## config.mk

```make
export PLATFORM = sky130hd
export DESIGN_NAME = serial_alu_sequencer_flat
export DESIGN_NICKNAME = d
export VERILOG_FILES = /design/src/rtl/serial_alu_sequencer_if.sv /design/src/rtl/serial_alu_sequencer.sv /design/src/flat_wrapper.sv
export SDC_FILE = /design/constraint.sdc
export NUM_CORES = 1
export LEC_CHECK = 0
export BUFFER_PORTS_ARGS = -buffer_cell sky130_fd_sc_hd__clkbuf_2
export CORE_MARGIN = 2
export CORE_UTILIZATION = 40
export CTS_BUF_LIST = sky130_fd_sc_hd__clkbuf_4 sky130_fd_sc_hd__clkbuf_8
export CTS_CLUSTER_DIAMETER = 150
export DETAILED_ROUTE_END_ITERATION = 8
export PLACE_DENSITY = 0.7
export SLEW_MARGIN = 20
export SYNTH_ARGS = -nofsm -noshare
export SYNTH_HDL_FRONTEND = slang
export SYNTH_SLANG_ARGS = --single-unit
```

## constraint.sdc

```tcl
create_clock -name clk -period 2.6 [get_ports clk]
set_clock_uncertainty 0.1 [all_clocks]
set_input_delay 0.39 -clock clk [delete_from_list [all_inputs] [get_ports clk]]
set_output_delay 0.39 -clock clk [all_outputs]
set_load 0.02 [all_outputs]
```

## src/rtl/serial_alu_sequencer_if.sv

```systemverilog
// Handshake and data bundle between a requester and the bit-serial ALU sequencer.
interface serial_alu_sequencer_if #(
  parameter int unsigned WIDTH = 8
);
  logic             start;
  logic [1:0]       op;
  logic [WIDTH-1:0] A;
  logic [WIDTH-1:0] B;
  logic             busy;
  logic             done;
  logic [WIDTH-1:0] result;
  logic             cout;
  logic             overflow;

  modport master (
    output start, op, A, B,
    input  busy, done, result, cout, overflow
  );

  modport slave (
    input  start, op, A, B,
    output busy, done, result, cout, overflow
  );
endinterface

```

## src/rtl/serial_alu_sequencer.sv

```systemverilog
// Bit-serial add/sub/inc sequencer: feeds operands LSB-first through a 1-bit full adder
// with a registered carry and assembles a WIDTH-bit result plus carry/overflow flags.
module serial_alu_sequencer #(
  parameter int unsigned WIDTH = 8
) (
  input logic                    clk,
  input logic                    rst_n,
  serial_alu_sequencer_if.slave  bus
);
  typedef enum logic [1:0] {IDLE, RUN, DONE} state_t;
  typedef enum logic [1:0] {
    OP_ADD     = 2'b00,
    OP_ADD_INC = 2'b01,
    OP_SUB     = 2'b10,
    OP_INC     = 2'b11
  } op_t;

  localparam int unsigned CW = $clog2(WIDTH);
  localparam logic [CW-1:0] LAST = CW'(WIDTH - 1);

  state_t           state;
  logic [WIDTH-1:0] a_sr;
  logic [WIDTH-1:0] b_sr;
  logic [WIDTH-1:0] res_sr;
  logic [CW-1:0]    cnt;
  logic             c;
  logic             busy_q;
  logic             done_q;
  logic             cout_q;
  logic             ovf_q;

  logic             sum;
  logic             carry;
  logic [WIDTH-1:0] b_load;
  logic             c_load;

  always_comb begin
    sum   = a_sr[0] ^ b_sr[0] ^ c;
    carry = (a_sr[0] & b_sr[0]) | ((a_sr[0] ^ b_sr[0]) & c);
  end

  // SUB is A + ~B + 1; INC is A + 0 + 1, so B is never consulted for INC.
  always_comb begin
    b_load = bus.B;
    c_load = 1'b1;
    case (op_t'(bus.op))
      OP_ADD:     c_load = 1'b0;
      OP_ADD_INC: b_load = bus.B;
      OP_SUB:     b_load = ~bus.B;
      OP_INC:     b_load = '0;
      default:    b_load = bus.B;
    endcase
  end

  always_ff @(posedge clk) begin
    if (!rst_n) begin
      state  <= IDLE;
      a_sr   <= '0;
      b_sr   <= '0;
      res_sr <= '0;
      cnt    <= '0;
      c      <= 1'b0;
      busy_q <= 1'b0;
      done_q <= 1'b0;
      cout_q <= 1'b0;
      ovf_q  <= 1'b0;
    end else begin
      case (state)
        IDLE, DONE: begin
          done_q <= 1'b0;
          if (bus.start) begin
            a_sr   <= bus.A;
            b_sr   <= b_load;
            c      <= c_load;
            cnt    <= '0;
            busy_q <= 1'b1;
            state  <= RUN;
          end else begin
            state  <= IDLE;
          end
        end
        RUN: begin
          res_sr <= {sum, res_sr[WIDTH-1:1]};
          a_sr   <= a_sr >> 1;
          b_sr   <= b_sr >> 1;
          c      <= carry;
          cnt    <= cnt + 1'b1;
          if (cnt == LAST) begin
            cout_q <= carry;
            ovf_q  <= c ^ carry;
            busy_q <= 1'b0;
            done_q <= 1'b1;
            state  <= DONE;
          end
        end
        default: begin
          state  <= IDLE;
          busy_q <= 1'b0;
          done_q <= 1'b0;
        end
      endcase
    end
  end

  assign bus.busy     = busy_q;
  assign bus.done     = done_q;
  assign bus.result   = res_sr;
  assign bus.cout     = cout_q;
  assign bus.overflow = ovf_q;
endmodule

```

## src/flat_wrapper.sv

```systemverilog
// flat-port wrapper written by rule: the top's interface ports become plain ports
module serial_alu_sequencer_flat 
#(
  parameter int unsigned WIDTH = 8
)
  (clk, rst_n, bus_start, bus_op, bus_A, bus_B, bus_busy, bus_done, bus_result, bus_cout, bus_overflow);
  serial_alu_sequencer_if #(.WIDTH(WIDTH)) bus_i ();
  input logic clk;
  input logic rst_n;
  input wire logic [$bits(bus_i.start)-1:0] bus_start;
  input wire logic [$bits(bus_i.op)-1:0] bus_op;
  input wire logic [$bits(bus_i.A)-1:0] bus_A;
  input wire logic [$bits(bus_i.B)-1:0] bus_B;
  output wire logic [$bits(bus_i.busy)-1:0] bus_busy;
  output wire logic [$bits(bus_i.done)-1:0] bus_done;
  output wire logic [$bits(bus_i.result)-1:0] bus_result;
  output wire logic [$bits(bus_i.cout)-1:0] bus_cout;
  output wire logic [$bits(bus_i.overflow)-1:0] bus_overflow;
  assign bus_i.start = bus_start;
  assign bus_i.op = bus_op;
  assign bus_i.A = bus_A;
  assign bus_i.B = bus_B;
  assign bus_busy = bus_i.busy;
  assign bus_done = bus_i.done;
  assign bus_result = bus_i.result;
  assign bus_cout = bus_i.cout;
  assign bus_overflow = bus_i.overflow;
  serial_alu_sequencer #(.WIDTH(WIDTH)) u_core (.clk(clk), .rst_n(rst_n), .bus(bus_i));
endmodule
```

==> results of run 1 <==
==> critical path, cell delays in order (launching register included) <==
cell      delay, ns
dfxtp_1        0.37
nor2b_4        0.61
a21oi_2        0.13
a311oi_2       0.24
==> final timing paths <==
check / start / end / slack (ns) / depth (start not counted)
hold / removal: bus_A[7] / u_core.a_sr[7]$_SDFFE_PN0P_ / 0.23 / 3
setup / recovery: u_core.state[0]$_SDFFE_PN0P_ / u_core.bus.overflow$_SDFFE_PN0P_ / 1.06 / 3
setup reg to reg: u_core.state[0]$_SDFFE_PN0P_ / u_core.bus.overflow$_SDFFE_PN0P_ / 1.06 / 3
hold reg to reg: u_core.bus.result[0]$_SDFFE_PN0P_ / u_core.bus.result[0]$_SDFFE_PN0P_ / 0.36 / 2
==> stage by stage <==
step	area, um2	cells	utilization	power [mW]
2_1_floorplan	1531	166	-	0.6844
3_3_place_gp	1644	232	0.4491	0.7040
3_5_place_dp	1644	232	0.4491	0.7061
4_1_cts	1739	240	0.4751	1.109
5_1_grt	1739	240	0.4751	1.151
6_report	1739	240	0.4751	1.096
==> sequential cells by signal, indices dropped and copies added (netlist names) <==
register,cells
u_core.bus.overflow,1
u_core.bus.done,1
u_core.c,1
u_core.bus.cout,1
u_core.a_sr,8
u_core.bus.result,8
u_core.state,2
u_core.cnt,3
u_core.bus.busy,1
u_core.b_sr,8
==> final cells by class <==
cell class	count	area share
multi-input cells	116	0.4230
clock inverters	1	0.002878
clock buffers	7	0.05180
well taps	48	0.03453
inverters	2	0.004317
flip-flops and latches	34	0.3914
repair buffers	32	0.09209
==> cells in the mapped netlist, drive strengths merged <==
cell type and number:
nor2b 1, inv 2, a211oi 1, o21ai 2, nor3 2, ha 2
nand2b 3, a31oi 1, nand3 20, mux2 8, xnor2 1, and2b 1
or2b 1, a22oi 7, a21oi 24, clkbuf 1, nand2 23, nor2 2
dfxtp 34, o21bai 1, fa 1, o211ai 7, a311oi 1, nand4 7
buf 13
==> per-layer routing <==
metal	global-route usage	wire, um	vias to the layer above
li1	-	-	650
met1	0.1767	1313	572
met2	0.2336	1422	27
met3	0.05111	142	6
met4	0.07813	63	0
met5	0	0	-
==> where the power goes <==
group          internal (mW)  switching, mW
sequential             0.547         0.0155
clock                  0.224          0.178
combinational         0.0522         0.0800
total                  0.823          0.274
==> kinds of logic after synthesis <==
kind of cell / synth area share
and+or+nand+nor: 0.2034
AOI/OAI and AO/OA: 0.1830
DFF: 0.4444
buffers and inverters: 0.07515
muxes: 0.05883
adders and majority gates: 0.02941
xor gates and xnor gates: 0.005720
==> cells in the final DEF, fill, tap and decap left out, types with 2 or more instances in the layout <==
cell / Yosys / routed
a21oi_1: 23 / 23
a22oi_1: 7 / 7
clkbuf_2: 0 / 32
clkbuf_8: 0 / 6
dfxtp_1: 34 / 34
ha_1: 2 / 2
mux2_2: 8 / 8
nand2_1: 23 / 23
nand2b_1: 2 / 2
nand3_1: 20 / 20
nand4_1: 7 / 7
nor2_1: 2 / 2
o211ai_1: 7 / 7
==> flow_metrics.env, run 1 <==
export IMPL_antenna_found_initial=0
export IMPL_grt_pass1_wl_um=4830
export IMPL_synth_top_area_frac=0.4444
export IMPL_cts_buffers=5
export IMPL_dr_total_vias=1255
export IMPL_tightest_slew_ns=0.7937
export IMPL_worstSkewPairLatency_ns=0.28
export IMPL_grt_pass1_vias=1109
export IMPL_relSlewSlack=0.4708
export IMPL_area_growth_pct=13.56
export IMPL_multiInputGateArea_um2=735.7
export IMPL_power_leakage_nw=0.6607
export IMPL_post_cts_setup_buffer_count=0
export IMPL_num_antenna_cells=0
export IMPL_die_h_um=65.88
export IMPL_avgSynthCellArea_um2=9.226
export IMPL_fp_dieW_um=65.88
export IMPL_coreArea_um2=3661
export IMPL_syn_inst=166
export IMPL_drc_errors=0
export IMPL_slew_viol_final=0
export IMPL_cts_tree="built"
export IMPL_route_final_wire_length_um=2941
export IMPL_ant_nets=0
export IMPL_path_class="reg -> reg"
export IMPL_ctsHoldBuffers=0
export IMPL_hp_class="in -> reg"
export IMPL_ios=33
export IMPL_worstPathArrival_ns=1.64
export IMPL_ys_ff_latch=34
export IMPL_clockBufferDepth=2
export IMPL_synth_seq_area_share=0.4444
export IMPL_max_clock_freq_mhz=650.1
export IMPL_place_gp_congestion=0.7233
export IMPL_cts_htree_levels=2
export IMPL_cts_resized=0
export IMPL_finalCritPeriodShare=0.5916
export IMPL_worstPathRequired_ns=2.70
export IMPL_drt_iter0_drc=65
export IMPL_cp_start_kind="flip-flop"
export IMPL_tns_ns=0
export IMPL_setup_violations_final=0
export IMPL_grt_start_max_net_pins=32
export IMPL_synth_nets=190
export IMPL_maxCapViolCount=0
export IMPL_rsz0062_at_grt="false"
export IMPL_seq_area_um2=680.7
export IMPL_cts_clk_slew_worst_paths_ns=0.07
export IMPL_nFillCells=361
export IMPL_root_buffer="clkbuf_8"
export IMPL_synth_area_um2=1531
export IMPL_final_hold_violation_count=0
export IMPL_vias_per_cell=5.229
export IMPL_drive_gt1_frac=0.2917
export IMPL_grt_util_all_layers=0.1482
export IMPL_fin_hold_ws_ns=0.2319
export IMPL_die_area_um2=4340
export IMPL_portBuffers=32
export IMPL_yosys_area_top_type="dfxtp_1"
export IMPL_core_rowCount=22
export IMPL_nets=215
export IMPL_end_kind="flip-flop"
export IMPL_cellPowerDensity_nw_per_um2=630.3
export IMPL_firstDrtPassIters=4
export IMPL_start_util=0.4183
export IMPL_irDropWorstVdd_mv=0.3301
export IMPL_wire_per_inst_um=12.25
export IMPL_finalWorstSetupSlack_ns=1.062
export IMPL_min_period_ns=1.538
export IMPL_status="completed"
export IMPL_dp_hpwl_um=1959
export IMPL_cts_sinks=34
export IMPL_cp_max_fo=30
export IMPL_yosysUniqueCellTypes=33
export IMPL_grt_overflow_total=0
export IMPL_ys_warn_count=0
export IMPL_dp_slack_ns=1.049
export IMPL_yosys_top_cells_area="dfxtp_1, a21oi_1, nand3_1"
Note: power is estimated with default switching activity, not from simulation.
==> run 2, diff against run 1 <==
--- a/config.mk
+++ b/config.mk
@@ -11,7 +11,7 @@
 export CTS_BUF_LIST = sky130_fd_sc_hd__clkbuf_4 sky130_fd_sc_hd__clkbuf_8
 export CTS_CLUSTER_DIAMETER = 150
 export DETAILED_ROUTE_END_ITERATION = 8
-export PLACE_DENSITY = 0.7
+export PLACE_DENSITY = 0.72
 export SLEW_MARGIN = 20
 export SYNTH_ARGS = -nofsm -noshare
 export SYNTH_HDL_FRONTEND = slang
==> constraint.sdc (replaced) <==
create_clock -name clk -period 1.4 [get_ports clk]
set_clock_uncertainty 0.1 [all_clocks]
set_input_delay 0.21 -clock clk [delete_from_list [all_inputs] [get_ports clk]]
set_output_delay 0.21 -clock clk [all_outputs]
set_load 0.02 [all_outputs]
==> run 2 against run 1 <==
  * Critical path depth is the same
  * Flip-flop and latch count is the same
  * Cell count grew 3.3%
  * Largest cell class unchanged
==> flow_metrics.env, run 2 (synthesized netlist as in run 1, its figures left out) <==
export IMPL_ctsHoldBuffers=0
export IMPL_cellPowerDensity_nw_per_um2=1114
export IMPL_slew_viol_final=0
export IMPL_cpMaxStageDelayCell="fa_1"
export IMPL_grt_overflow_total=0
export IMPL_final_common_cell="dfxtp_1"
export IMPL_tightest_slew_ns=0.4732
export IMPL_drive_gt1_frac=0.3250
export IMPL_hp_class="in -> reg"
export IMPL_wire_per_inst_um=12.00
export IMPL_min_period_ns=1.356
export IMPL_cts_tree="built"
export IMPL_coreArea_um2=3661
export IMPL_cts_clk_slew_worst_paths_ns=0.06
export IMPL_path_class="reg -> reg"
export IMPL_vias_per_cell=5.230
export IMPL_grt_pass1_vias=1101
export IMPL_clockBufferDepth=2
export IMPL_route_final_wire_length_um=2975
export IMPL_final_hold_violation_count=0
export IMPL_critical_path_max_stage_delay_ns=0.45
export IMPL_die_area_um2=4340
export IMPL_drt_iter0_drc=113
export IMPL_fin_hold_ws_ns=0.04772
export IMPL_grt_pass1_wl_um=4788
export IMPL_nets=224
export IMPL_grt_start_max_net_pins=32
export IMPL_tns_ns=0
export IMPL_irDropWorstVdd_mv=0.5268
export IMPL_worstSkewPairLatency_ns=0.28
export IMPL_die_h_um=65.88
export IMPL_end_kind="flip-flop"
export IMPL_portBuffers=32
export IMPL_layout_common_cells="dfxtp_1, clkbuf_2, nand2_1, a21oi_1, nand3_1"
export IMPL_dp_cells=241
export IMPL_dr_total_vias=1297
export IMPL_root_buffer="clkbuf_8"
export IMPL_ios=33
export IMPL_finalCritPeriodShare=0.9684
export IMPL_dp_hpwl_um=2035
export IMPL_firstDrtPassIters=4
export IMPL_antenna_found_initial=0
export IMPL_area_growth_pct=18.22
export IMPL_num_antenna_cells=0
export IMPL_power_leakage_nw=0.7016
export IMPL_fp_dieW_um=65.88
export IMPL_ant_nets=0
export IMPL_cp_max_fo=2
export IMPL_maxCapViolCount=0
export IMPL_core_rowCount=22
export IMPL_rsz0062_at_grt="false"
export IMPL_worstPathArrival_ns=1.45
export IMPL_relSlewSlack=0.6841
export IMPL_cts_buffers=5
export IMPL_grt_util_all_layers=0.1470
export IMPL_cp_start_kind="flip-flop"
export IMPL_utilization=0.4945
export IMPL_start_util=0.4183
export IMPL_drc_errors=0
export IMPL_worstPathRequired_ns=1.50
export IMPL_place_gp_congestion=0.7235
export IMPL_setup_violations_final=0
export IMPL_cts_sinks=34
export IMPL_max_clock_freq_mhz=737.6
export IMPL_crit_chain="fa_1 -> xnor2_1 -> a311oi_2"
export IMPL_power_mw=2.018
export IMPL_status="completed"
export IMPL_stdcell_count=248
export IMPL_cts_htree_levels=2
==> run 2: changes by cell type in the layout (fill, tap and decap cells not counted), sizes merged <==
cell / before / now
buf: 0 / 9
clkinv: 1 / 0
==> run 2: metal layers <==
metal / wire length (um) / vias up / global-route usage
li1: - / 662 / -
met1: 1395 / 588 / 0.1793
met2: 1313 / 41 / 0.2184
met3: 185 / 6 / 0.04089
met4: 80 / 0 / 0.1094
met5: 0 / - / 0
==> run 2: timing repair <==
action	CTS	global route
setup buffers	0	0
endpoints found under the hold margin	0	0
endpoints found under the setup margin	0	1
gates resized for setup	0	1
==> run 2: path summary, 6_finish.rpt <==
kind,from,endpoint,slack (ns),cells after the start
worst min-delay path,bus_A[7],u_core.a_sr[7]$_SDFFE_PN0P_,0.05,3
worst max-delay path,u_core.c$_SDFFE_PN0P_,u_core.bus.overflow$_SDFFE_PN0P_,0.04,3
worst max register to register,u_core.c$_SDFFE_PN0P_,u_core.bus.overflow$_SDFFE_PN0P_,0.04,3
worst min register to register,u_core.bus.result[0]$_SDFFE_PN0P_,u_core.bus.result[0]$_SDFFE_PN0P_,0.36,2
==> run 2: layout make-up <==
class / instances / area, um2
Inverter: 2 / 7.507
Fill cell: 355 / 1851
Multi-Input combinational cell: 116 / 738.2
Timing Repair Buffer: 41 / 240.2
Sequential cell: 34 / 680.7
Tap cell: 48 / 60.06
Clock buffer: 7 / 83.83
==> run 2: critical path: cells and delay by family (launching register included) <==
family | cells | cell delay [ns]
adders and majority gates | 1 | 0.45
DFF | 1 | 0.32
AOI/OAI and AO/OA | 1 | 0.24
xor gates and xnor gates | 1 | 0.15
==> run 2: per-stage QoR <==
stage / instance area, um2 / worst slack [ns]
after floorplan: 1531 / 0.03953
after global placement: 1724 / 0.06898
after detailed placement: 1724 / 0.03337
after CTS: 1808 / 0.02858
after global routing: 1810 / 0.0004499
final: 1810 / 0.04418
==> run 2: report_power, final <==
part / switching [mW] / internal (mW) / leakage (nW)
clock: 0.311 / 0.380 / 0.0452
sequential: 0.0271 / 1.02 / 0.277
combinational: 0.157 / 0.127 / 0.379
total: 0.495 / 1.52 / 0.702
==> run 3, diff against run 2 <==
--- a/config.mk
+++ b/config.mk
@@ -6,12 +6,14 @@
 export NUM_CORES = 1
 export LEC_CHECK = 0
 export BUFFER_PORTS_ARGS = -buffer_cell sky130_fd_sc_hd__clkbuf_2
-export CORE_MARGIN = 2
+export CORE_MARGIN = 8
 export CORE_UTILIZATION = 40
 export CTS_BUF_LIST = sky130_fd_sc_hd__clkbuf_4 sky130_fd_sc_hd__clkbuf_8
 export CTS_CLUSTER_DIAMETER = 150
 export DETAILED_ROUTE_END_ITERATION = 8
 export PLACE_DENSITY = 0.72
+export RECOVER_POWER = 25
+export REMOVE_ABC_BUFFERS = 1
 export SLEW_MARGIN = 20
 export SYNTH_ARGS = -nofsm -noshare
 export SYNTH_HDL_FRONTEND = slang
==> run 3 against run 2 <==
  * Global-route usage fell by 3.2 points
  * Non-clock buffer count fell by 1
  * First-iteration DRC count fell by 16%
  * Via count fell by 0.39%
  * Combinational power fell by 2%
  * Maximum frequency rose by 1.3%
  * Sequential power barely moved
  * Power rose by 9.2%
  * Critical endpoint unchanged
  * Largest cell class unchanged
==> flow_metrics.env, run 3 (synthesized netlist as in run 1, its figures left out) <==
export IMPL_worstPathRequired_ns=1.50
export IMPL_route_final_wire_length_um=3269
export IMPL_tns_ns=0
export IMPL_root_buffer="clkbuf_8"
export IMPL_place_gp_congestion=0.7103
export IMPL_start_util=0.4183
export IMPL_worstSkewPairLatency_ns=0.28
export IMPL_finalCritPeriodShare=0.9558
export IMPL_path_class="reg -> reg"
export IMPL_relSlewSlack=0.6767
export IMPL_slew_viol_final=0
export IMPL_setup_violations_final=0
export IMPL_cpMaxStageDelayCell="fa_2"
export IMPL_antenna_found_initial=0
export IMPL_die_h_um=77.88
export IMPL_rsz0062_at_grt="false"
export IMPL_dr_total_vias=1292
export IMPL_wire_per_inst_um=13.18
export IMPL_worstPathArrival_ns=1.43
export IMPL_max_clock_freq_mhz=747.3
export IMPL_drive_gt1_frac=0.2750
export IMPL_dp_hpwl_um=2201
export IMPL_layout_common_cells="dfxtp_1, nand2_1, a21oi_1, clkbuf_2, nand3_1"
export IMPL_area_growth_pct=18.63
export IMPL_utilization=0.4962
export IMPL_crit_family="adder cells"
export IMPL_status="completed"
export IMPL_grt_start_max_net_pins=32
export IMPL_clockBufferDepth=2
export IMPL_drc_errors=0
export IMPL_min_period_ns=1.338
export IMPL_ant_nets=0
export IMPL_num_antenna_cells=0
export IMPL_portBuffers=32
export IMPL_crit_buf_inv=0
export IMPL_final_hold_violation_count=0
export IMPL_cp_start_kind="flip-flop"
export IMPL_fp_dieW_um=77.88
export IMPL_cp_max_fo=2
export IMPL_crit_chain="fa_2 -> xnor2_1 -> a311oi_2"
export IMPL_irDropWorstVdd_mv=0.8034
export IMPL_place_area_um2=1717
export IMPL_critical_path_max_stage_delay_ns=0.40
export IMPL_grt_pass1_vias=1303
export IMPL_grt_overflow_total=0
export IMPL_firstDrtPassIters=4
export IMPL_grt_util_all_layers=0.1148
export IMPL_cts_tree="built"
export IMPL_power_mw=2.203
export IMPL_die_area_um2=6065
export IMPL_vias_per_cell=5.210
export IMPL_final_area_um2=1817
export IMPL_coreArea_um2=3661
export IMPL_ctsHoldBuffers=0
export IMPL_maxCapViolCount=0
export IMPL_grt_pass1_wl_um=5809
export IMPL_tightest_slew_ns=0.4842
export IMPL_cts_clk_slew_worst_paths_ns=0.07
export IMPL_hp_class="in -> reg"
export IMPL_nets=223
export IMPL_cellPowerDensity_nw_per_um2=1212
export IMPL_cts_sinks=34
export IMPL_drt_iter0_drc=95
export IMPL_post_cts_setup_buffer_count=0
export IMPL_end_kind="flip-flop"
export IMPL_final_common_cell="dfxtp_1"
export IMPL_ios=33
export IMPL_cts_htree_levels=2
export IMPL_power_leakage_nw=0.6696
export IMPL_core_rowCount=22
export IMPL_cts_buffers=5
==> run 3: metrics by stage <==
step | std cells | hold WS (ns) | setup slack [ns]
finish | 248 | 0.04692 | 0.06193
global route | 248 | 0.07089 | 0.007679
CTS | 248 | 0.04185 | 0.002456
detailed placement | 240 | 0.3441 | 0.01812
global placement | 240 | 0.3430 | 0.06975
floorplan | 152 | 0.2460 | 0.03954
==> run 3: path summary, 6_finish.rpt <==
path              slack (ns)  cells after the start                           endpoint                         startpoint
hold / removal          0.05                      3        u_core.a_sr[7]$_SDFFE_PN0P_                           bus_A[7]
setup / recovery        0.06                      3   u_core.bus.overflow$_SDFFE_PN0P_              u_core.c$_SDFFE_PN0P_
hold reg to reg         0.36                      2  u_core.bus.result[0]$_SDFFE_PN0P_  u_core.bus.result[0]$_SDFFE_PN0P_
setup reg to reg        0.06                      3   u_core.bus.overflow$_SDFFE_PN0P_              u_core.c$_SDFFE_PN0P_
==> run 3: worst reg2reg max path, stage by stage, from the launching register on <==
cell	delay [ns]
dfxtp_1	0.34
fa_2	0.41
xnor2_1	0.14
a311oi_2	0.27
==> run 3: per-layer routing <==
metal / routed length (um) / GRT usage / part of all wire / vias to the layer above
li1: - / - / - / 660
met1: 1530 / 0.1268 / 0.47 / 596
met2: 1462 / 0.1880 / 0.45 / 34
met3: 262 / 0.05876 / 0.080 / 2
met4: 14 / 0.03396 / 0.0043 / 0
met5: 0 / 0 / 0 / -
==> run 3: repair_timing <==
action / CTS / global route
endpoints found under the hold margin: 0 / 0
resized for setup: 0 / 2
endpoints found under the setup margin: 0 / 2
==> run 3: cell type report <==
cell class	count	area, um2
Clock buffer	5	68.82
Inverter	2	7.507
Timing Repair Buffer	40	219.0
Clock inverter	3	40.04
Fill cell	352	1844
Multi-Input combinational cell	116	740.7
Tap cell	48	60.06
Sequential cell	34	680.7
==> run 3: report_power, final <==
part | total [mW] | internal, mW | switching (mW)
combinational | 0.278 | 0.123 | 0.155
clock | 0.882 | 0.524 | 0.358
sequential | 1.04 | 1.01 | 0.0283
